--- src/rtl/nld_pkg.sv ---
// Shared types and constants for the nld stream shell and its tanh core.
package nld_pkg;

  typedef logic signed [15:0] sample_t;
  typedef logic signed [15:0] drive_t;

  localparam int     NLD_CORE_LAT    = 4;
  localparam drive_t NLD_DRIVE_UNITY = 16'sh4000;

  // Symmetric clamp into Q1.15, so -1.0 never appears and negation is always safe
  function automatic sample_t sat_q15(input logic signed [31:0] v);
    if (v > 32'sd32767) begin
      return 16'sh7FFF;
    end else if (v < -32'sd32767) begin
      return 16'sh8001;
    end else begin
      return sample_t'(v[15:0]);
    end
  endfunction

endpackage

--- src/rtl/nld_stream_shell_if.sv ---
// Valid/ready sample stream carrying one Q1.15 word per transfer.
interface nld_stream_shell_if;
  import nld_pkg::*;

  sample_t tdata;
  logic    tvalid;
  logic    tready;

  modport master (output tdata, output tvalid, input tready);
  modport slave  (input tdata, input tvalid, output tready);

endinterface

--- src/rtl/nld_stream_fifo.sv ---
// Synchronous FIFO with registered flags; head word is presented without a read strobe.
module nld_stream_fifo #(
  parameter int DEPTH = 8,
  parameter int WIDTH = 16
) (
  input  logic             clk,
  input  logic             rst,
  input  logic             wr_en_i,
  input  logic [WIDTH-1:0] wr_data_i,
  input  logic             rd_en_i,
  output logic [WIDTH-1:0] rd_data_o,
  output logic             empty_o,
  output logic             full_o
);

  localparam int AW = $clog2(DEPTH);

  logic [WIDTH-1:0] mem_q [DEPTH];
  logic [AW-1:0]    wr_ptr_q;
  logic [AW-1:0]    rd_ptr_q;
  logic [AW:0]      cnt_q;
  logic [AW:0]      cnt_d;
  logic             empty_q;
  logic             full_q;
  logic             do_rd_s;

  assign do_rd_s = rd_en_i & ~empty_q;

  always_comb begin
    cnt_d = cnt_q;
    case ({wr_en_i, do_rd_s})
      2'b10:   cnt_d = cnt_q + (AW+1)'(1);
      2'b01:   cnt_d = cnt_q - (AW+1)'(1);
      default: cnt_d = cnt_q;
    endcase
  end

  always_ff @(posedge clk or posedge rst) begin
    if (rst) begin
      wr_ptr_q <= '0;
      rd_ptr_q <= '0;
      cnt_q    <= '0;
      empty_q  <= 1'b1;
      full_q   <= 1'b0;
    end else begin
      if (wr_en_i) wr_ptr_q <= wr_ptr_q + AW'(1);
      if (do_rd_s) rd_ptr_q <= rd_ptr_q + AW'(1);
      cnt_q   <= cnt_d;
      empty_q <= (cnt_d == (AW+1)'(0));
      full_q  <= (cnt_d == (AW+1)'(DEPTH));
    end
  end

  always_ff @(posedge clk) begin
    if (wr_en_i) mem_q[wr_ptr_q] <= wr_data_i;
  end

  // Stale storage is masked so the head reads zero whenever nothing is queued
  assign rd_data_o = empty_q ? '0 : mem_q[rd_ptr_q];
  assign empty_o   = empty_q;
  assign full_o    = full_q;

endmodule

--- src/rtl/nld_tanh_core_16.sv ---
// Fixed four-cycle soft-clip core: y = knee(sat(x * drive)), knee halves slope above 0.5.
module nld_tanh_core_16
  import nld_pkg::*;
(
  input  logic    clk,
  input  logic    rst,
  input  logic    en,
  input  sample_t x,
  input  drive_t  drive,
  output sample_t y
);

  sample_t            x1_q;
  drive_t             d1_q;
  logic signed [31:0] p2_q;
  sample_t            v3_q;
  sample_t            y_q;

  logic signed [31:0] sh_s;
  logic [15:0]        mag_s;
  logic [15:0]        knee_s;
  sample_t            knee_y_s;

  always_comb begin
    sh_s  = p2_q >>> 14;
    mag_s = v3_q[15] ? (16'd0 - 16'(v3_q)) : 16'(v3_q);
    if (mag_s > 16'd16384) begin
      knee_s = 16'd16384 + ((mag_s - 16'd16384) >> 1);
    end else begin
      knee_s = mag_s;
    end
    knee_y_s = v3_q[15] ? sample_t'(16'd0 - knee_s) : sample_t'(knee_s);
  end

  always_ff @(posedge clk or posedge rst) begin
    if (rst) begin
      x1_q <= 16'sh0000;
      d1_q <= 16'sh0000;
      p2_q <= 32'sh0000_0000;
      v3_q <= 16'sh0000;
      y_q  <= 16'sh0000;
    end else if (en) begin
      x1_q <= x;
      d1_q <= drive;
      p2_q <= 32'(x1_q) * 32'(d1_q);
      v3_q <= sat_q15(sh_s);
      y_q  <= knee_y_s;
    end else begin
      y_q  <= y_q;
    end
  end

  assign y = y_q;

endmodule

--- src/rtl/nld_stream_shell.sv ---
// Stream wrapper around nld_tanh_core_16 with credit-limited output FIFO.
// Optional per-sample bypass selected by defining NLD_STREAM_BYPASS_EN.
module nld_stream_shell
  import nld_pkg::*;
#(
  parameter int LAT        = NLD_CORE_LAT,
  parameter int FIFO_DEPTH = 8
) (
  input  logic                clk,
  input  logic                rst,
  input  drive_t              drive_i,
`ifdef NLD_STREAM_BYPASS_EN
  input  logic                bypass_i,
`endif
  nld_stream_shell_if.slave   s_if,
  nld_stream_shell_if.master  m_if
);

  localparam int OW = $clog2(FIFO_DEPTH) + 1;

  drive_t        drive_q;
  sample_t       x_q;
  logic [LAT:0]  vld_q;
  logic [OW-1:0] occ_q;
  logic [OW-1:0] occ_d;

  logic          accept_s;
  logic          pop_s;
  sample_t       y_s;
  sample_t       fifo_wdata_s;
  logic [15:0]   fifo_rdata_s;
  logic          fifo_empty_s;
  logic          fifo_full_s;

  // Credits cover both in-flight and queued samples, so a FIFO write never finds it full
  assign s_if.tready = ~rst & (occ_q < OW'(FIFO_DEPTH)) & ~fifo_full_s;
  assign accept_s    = s_if.tvalid & s_if.tready;
  assign m_if.tvalid = ~fifo_empty_s;
  assign m_if.tdata  = sample_t'(fifo_rdata_s);
  assign pop_s       = m_if.tvalid & m_if.tready;

  always_comb begin
    occ_d = occ_q;
    case ({accept_s, pop_s})
      2'b10:   occ_d = occ_q + OW'(1);
      2'b01:   occ_d = occ_q - OW'(1);
      default: occ_d = occ_q;
    endcase
  end

  always_ff @(posedge clk or posedge rst) begin
    if (rst) begin
      drive_q <= NLD_DRIVE_UNITY;
      x_q     <= 16'sh0000;
      vld_q   <= '0;
      occ_q   <= '0;
    end else begin
      drive_q <= drive_i;
      if (accept_s) x_q <= s_if.tdata;
      vld_q   <= {vld_q[LAT-1:0], accept_s};
      occ_q   <= occ_d;
    end
  end

`ifdef NLD_STREAM_BYPASS_EN
  logic [LAT:0] byp_q;
  sample_t      xd_q [1:LAT];

  // Bypass bit and raw sample ride alongside vld so each sample keeps its own choice
  always_ff @(posedge clk or posedge rst) begin
    if (rst) begin
      byp_q <= '0;
      for (int i = 1; i <= LAT; i++) xd_q[i] <= 16'sh0000;
    end else begin
      byp_q   <= {byp_q[LAT-1:0], accept_s & bypass_i};
      xd_q[1] <= x_q;
      for (int i = 2; i <= LAT; i++) xd_q[i] <= xd_q[i-1];
    end
  end

  assign fifo_wdata_s = byp_q[LAT] ? xd_q[LAT] : y_s;
`else
  assign fifo_wdata_s = y_s;
`endif

  nld_tanh_core_16 u_core (
    .clk   (clk),
    .rst   (rst),
    .en    (1'b1),
    .x     (x_q),
    .drive (drive_q),
    .y     (y_s)
  );

  nld_stream_fifo #(
    .DEPTH (FIFO_DEPTH),
    .WIDTH (16)
  ) u_fifo (
    .clk       (clk),
    .rst       (rst),
    .wr_en_i   (vld_q[LAT]),
    .wr_data_i (16'(fifo_wdata_s)),
    .rd_en_i   (pop_s),
    .rd_data_o (fifo_rdata_s),
    .empty_o   (fifo_empty_s),
    .full_o    (fifo_full_s)
  );

endmodule
--- src/flat_wrapper.sv ---
// flat-port wrapper written by rule: the top's interface ports become plain ports
module nld_stream_shell_flat import nld_pkg::*;
#(
  parameter int LAT        = NLD_CORE_LAT,
  parameter int FIFO_DEPTH = 8
)
  (clk, rst, drive_i, s_if_tdata, s_if_tvalid, s_if_tready, m_if_tdata, m_if_tvalid, m_if_tready);
  nld_stream_shell_if s_if_i ();
  nld_stream_shell_if m_if_i ();
  input  logic clk;
  input  logic rst;
  input  drive_t drive_i;
  input wire logic [$bits(s_if_i.tdata)-1:0] s_if_tdata;
  input wire logic [$bits(s_if_i.tvalid)-1:0] s_if_tvalid;
  output wire logic [$bits(s_if_i.tready)-1:0] s_if_tready;
  output wire logic [$bits(m_if_i.tdata)-1:0] m_if_tdata;
  output wire logic [$bits(m_if_i.tvalid)-1:0] m_if_tvalid;
  input wire logic [$bits(m_if_i.tready)-1:0] m_if_tready;
  assign s_if_i.tdata = s_if_tdata;
  assign s_if_i.tvalid = s_if_tvalid;
  assign s_if_tready = s_if_i.tready;
  assign m_if_tdata = m_if_i.tdata;
  assign m_if_tvalid = m_if_i.tvalid;
  assign m_if_i.tready = m_if_tready;
  nld_stream_shell #(.LAT(LAT), .FIFO_DEPTH(FIFO_DEPTH)) u_core (.clk(clk), .rst(rst), .drive_i(drive_i), .s_if(s_if_i), .m_if(m_if_i));
endmodule
--- config.mk ---
export PLATFORM = sky130hd
export DESIGN_NAME = nld_stream_shell_flat
export DESIGN_NICKNAME = d
export VERILOG_FILES = /design/src/rtl/nld_pkg.sv /design/src/rtl/nld_stream_shell_if.sv /design/src/rtl/nld_stream_fifo.sv /design/src/rtl/nld_tanh_core_16.sv /design/src/rtl/nld_stream_shell.sv /design/src/flat_wrapper.sv
export SDC_FILE = /design/constraint.sdc
export NUM_CORES = 1
export LEC_CHECK = 0
export CORE_ASPECT_RATIO = 1.75
export CORE_MARGIN = 5
export CORE_UTILIZATION = 45
export DETAILED_ROUTE_END_ITERATION = 7
export SLEW_MARGIN = 20
export SYNTH_ARGS = -nofsm -noshare
export SYNTH_HDL_FRONTEND = slang
export SYNTH_SLANG_ARGS = --single-unit
--- constraint.sdc ---
create_clock -name clk -period 5.7 [get_ports clk]
set_input_delay 0.57 -clock clk [delete_from_list [all_inputs] [get_ports clk]]
set_output_delay 0.57 -clock clk [all_outputs]
set_load 0.005 [all_outputs]
==> impl_metrics.yaml <==
status:
  outcome: "complete, but fails checks"
  violations: "negative setup slack"
clock_network:
  cts_tree: "done"
  clk_latency_ns: 0.56
  clock_path_buffers: 3
  cts_root_buf: "clkbuf_16"
  cts_buffers: 26
  clk_pin_slew_ns: 0.08
  h-tree-depth: 1
  numClockSinks: 263
  cts_hold_buf: 0
synth:
  syn-num-nets: 2095
  synth_top_area_frac: 0.264
  synthTopCellsByCount: "inv_1, fa_1, nand2_1, dfrtp_1"
  netlist_top_cells_area: "fa_1, edfxtp_1, dfrtp_1, inv_1, ha_1"
  synth_edf_count: 128
  synthArstFlopShare: 0.513
  synth_top_area_cell: "fa_1"
  synth_flop_cell: "dfrtp_1"
  ys_types: 73
  syn-cell-area_um2: 19900
  syn_inst: 1704
  yosys_warnings: 0
  synth.most_common_cell: "inv_1"
  ys_seq_elements: 263
  synth.avg_cell_area_um2: 11.7
  seq_area_frac_synth: 0.363
global_routing:
  grt_max_degree: 92
  gr-total-overflow: 0
  grtUsageTotal: 0.195
  antenna_found_initial: 1
  grt_pass1_wl_um: 74400
  first_global_vias: 14662
placed_design:
  io_buffers: 53
  gp_congestion: 0.864
  hpwl_um: 35300
  post-place-ws_ns: -0.331
  placedCellCount: 2394
  dpl-instance-area_um2: 22000
die:
  row_count: 102
  initial_core_util: 0.452
  core_um2: 44000
  dieWidth_um: 169
  pin_count: 54
  die_area_um2: 48700
  die_h_um: 288
finish:
  design_area_um2: 23500
  drive_above_1_share: 0.208
  nNetsFinal: 2268
  final_cell_count_no_fill: 2469
  diodes: 0
  syn_to_final_growth_pct: 18.2
sta:
  setup_viol: 7
  tns_ns: -0.546
  maxSlewViolCount: 0
  hold_viol: 0
  fmax_ghz: 0.172
  timing.final.ws_setup_ns: -0.130
  min_period_over_period: 1.02
  grt_setup_unrepaired: "yes"
  relSlewSlack: 0.307
  tightestPinTransition_ns: 1.04
  finClkSkew_ns: 0.0149
  fin_crit_ns: 5.83
drt:
  firstDrtPassIters: 5
  drc: 0
  viasPerCell: 5.11
  top_layer: "met5"
  dr_wl_met3_um: 1360
  drt_iter0_drc: 547
  drt-total-wl_um: 45200
  wl_met1_um: 15000
  route.met2.wl_um: 25700
  ant_nets: 0
  num_vias: 12618
  routedWlPerCell_um: 18.3
critical_path:
  cp.arrival_ns: 6.29
  startpoint_type: "flop"
  path_max_fanout: 6
  cp-end-kind: "flop"
  crit_required_ns: 6.16
  critical_path_class: "reg -> reg"
worst_hold_path:
  hold_class: "reg -> reg"
run:
  maxCapViolations: 0
==> sequential cells by signal, indices dropped and copies added (netlist names), 3 cells and up <==
register / count
u_core.u_core.x1_q: 16
u_core.drive_q: 16
u_core.u_fifo.mem_q: 128
u_core.u_fifo.wr_ptr_q: 3
u_core.u_core.d1_q: 16
u_core.u_fifo.rd_ptr_q: 3
u_core.u_core.p2_q: 18
u_core.occ_q: 4
u_core.u_core.y: 16
u_core.vld_q: 5
u_core.x_q: 16
u_core.u_fifo.cnt_q: 4
u_core.u_core.v3_q: 16
==> final cells by class <==
class                      count  area (um^2)
timing repair buffer         210         1810
clock inverter                16          270
inverter                     312         1180
fill                        3823        20500
tap                          572          716
multi-input combinational   1064        11600
sequential                   263         7250
clock buffer                  32          693
==> metrics by stage <==
stage                     utilization  hold WS, ns
after floorplan                     -        0.331
after global placement          0.499        0.333
after detailed placement        0.499        0.335
after CTS                       0.529        0.339
after global routing            0.534        0.356
final                           0.534        0.341
==> what timing repair did <==
action,in CTS,in global routing
gates resized for setup,90,47
buffers inserted,17,11
pin swaps,68,33
endpoints found under the setup margin,13,15
==> worst max-delay path, cell delays in order, from the launching register on <==
cell      delay (ns)
dfrtp_2         0.45
buf_4           0.15
and2_4          0.13
fa_1            0.54
inv_1           0.06
fa_1            0.45
fa_1            0.50
inv_2           0.05
ha_4            0.21
fa_1            0.55
inv_2           0.04
fa_1            0.51
inv_2           0.05
ha_4            0.21
and3_4          0.14
a221o_1         0.31
a41oi_2         0.19
buf_4           0.17
a21o_1          0.17
a21o_1          0.22
a31oi_4         0.11
or4_1           0.42
o311ai_1        0.10
==> worst paths after layout <==
kind                            slack [ns]  cells after the start                      to             startpoint
worst max-delay path                 -0.13                     22  u_core.u_core.p2_q[30]  u_core.u_core.x1_q[6]
worst min-delay path                  0.34                      0  u_core.u_core.d1_q[12]     u_core.drive_q[12]
worst max register to register       -0.13                     22  u_core.u_core.p2_q[30]  u_core.u_core.x1_q[6]
worst min register to register        0.34                      0  u_core.u_core.d1_q[12]     u_core.drive_q[12]
max in group asynchronous             3.94                      3  u_core.u_core.d1_q[10]                    rst
min in group asynchronous             0.54                      2         u_core.occ_q[3]                    rst
==> placed cells by master, fill, tap and decap left out, types with 40 or more instances in the layout <==
| master | Yosys | layout |
|---|---|---|
| nand2_1 | 146 | 143 |
| buf_4 | 0 | 137 |
| dfrtp_1 | 133 | 109 |
| nor2_1 | 96 | 92 |
| clkdlybuf4s50_1 | 0 | 53 |
| fa_1 | 263 | 247 |
| ha_1 | 92 | 80 |
| edfxtp_1 | 128 | 128 |
| and2_1 | 128 | 118 |
| inv_1 | 311 | 283 |
| xnor2_1 | 42 | 40 |
==> routing by layer <==
| layer | vias up | global-route usage |
|---|---|---|
| li1 | 5774 | - |
| met5 | - | 0 |
| met1 | 6461 | 0.195 |
| met2 | 241 | 0.387 |
| met4 | 2 | 0.107 |
| met3 | 140 | 0.0189 |
==> kinds of logic (layout without fill, tap and decap cells) <==
logic type / count (synthesis) / count (layout) / synth area share
AND/OR/NAND/NOR: 461 / 461 / 0.115
buffers and inverters: 377 / 570 / 0.0721
adder cells (fa/ha/maj): 355 / 355 / 0.322
flip-flops: 263 / 263 / 0.363
AO/OA/AOI/OAI: 109 / 109 / 0.0395
multiplexers: 81 / 81 / 0.0628
XOR/XNOR: 58 / 58 / 0.0255
Power is not shown: default switching activity piles up to over one toggle a cycle in this logic, so the estimate is an artifact.
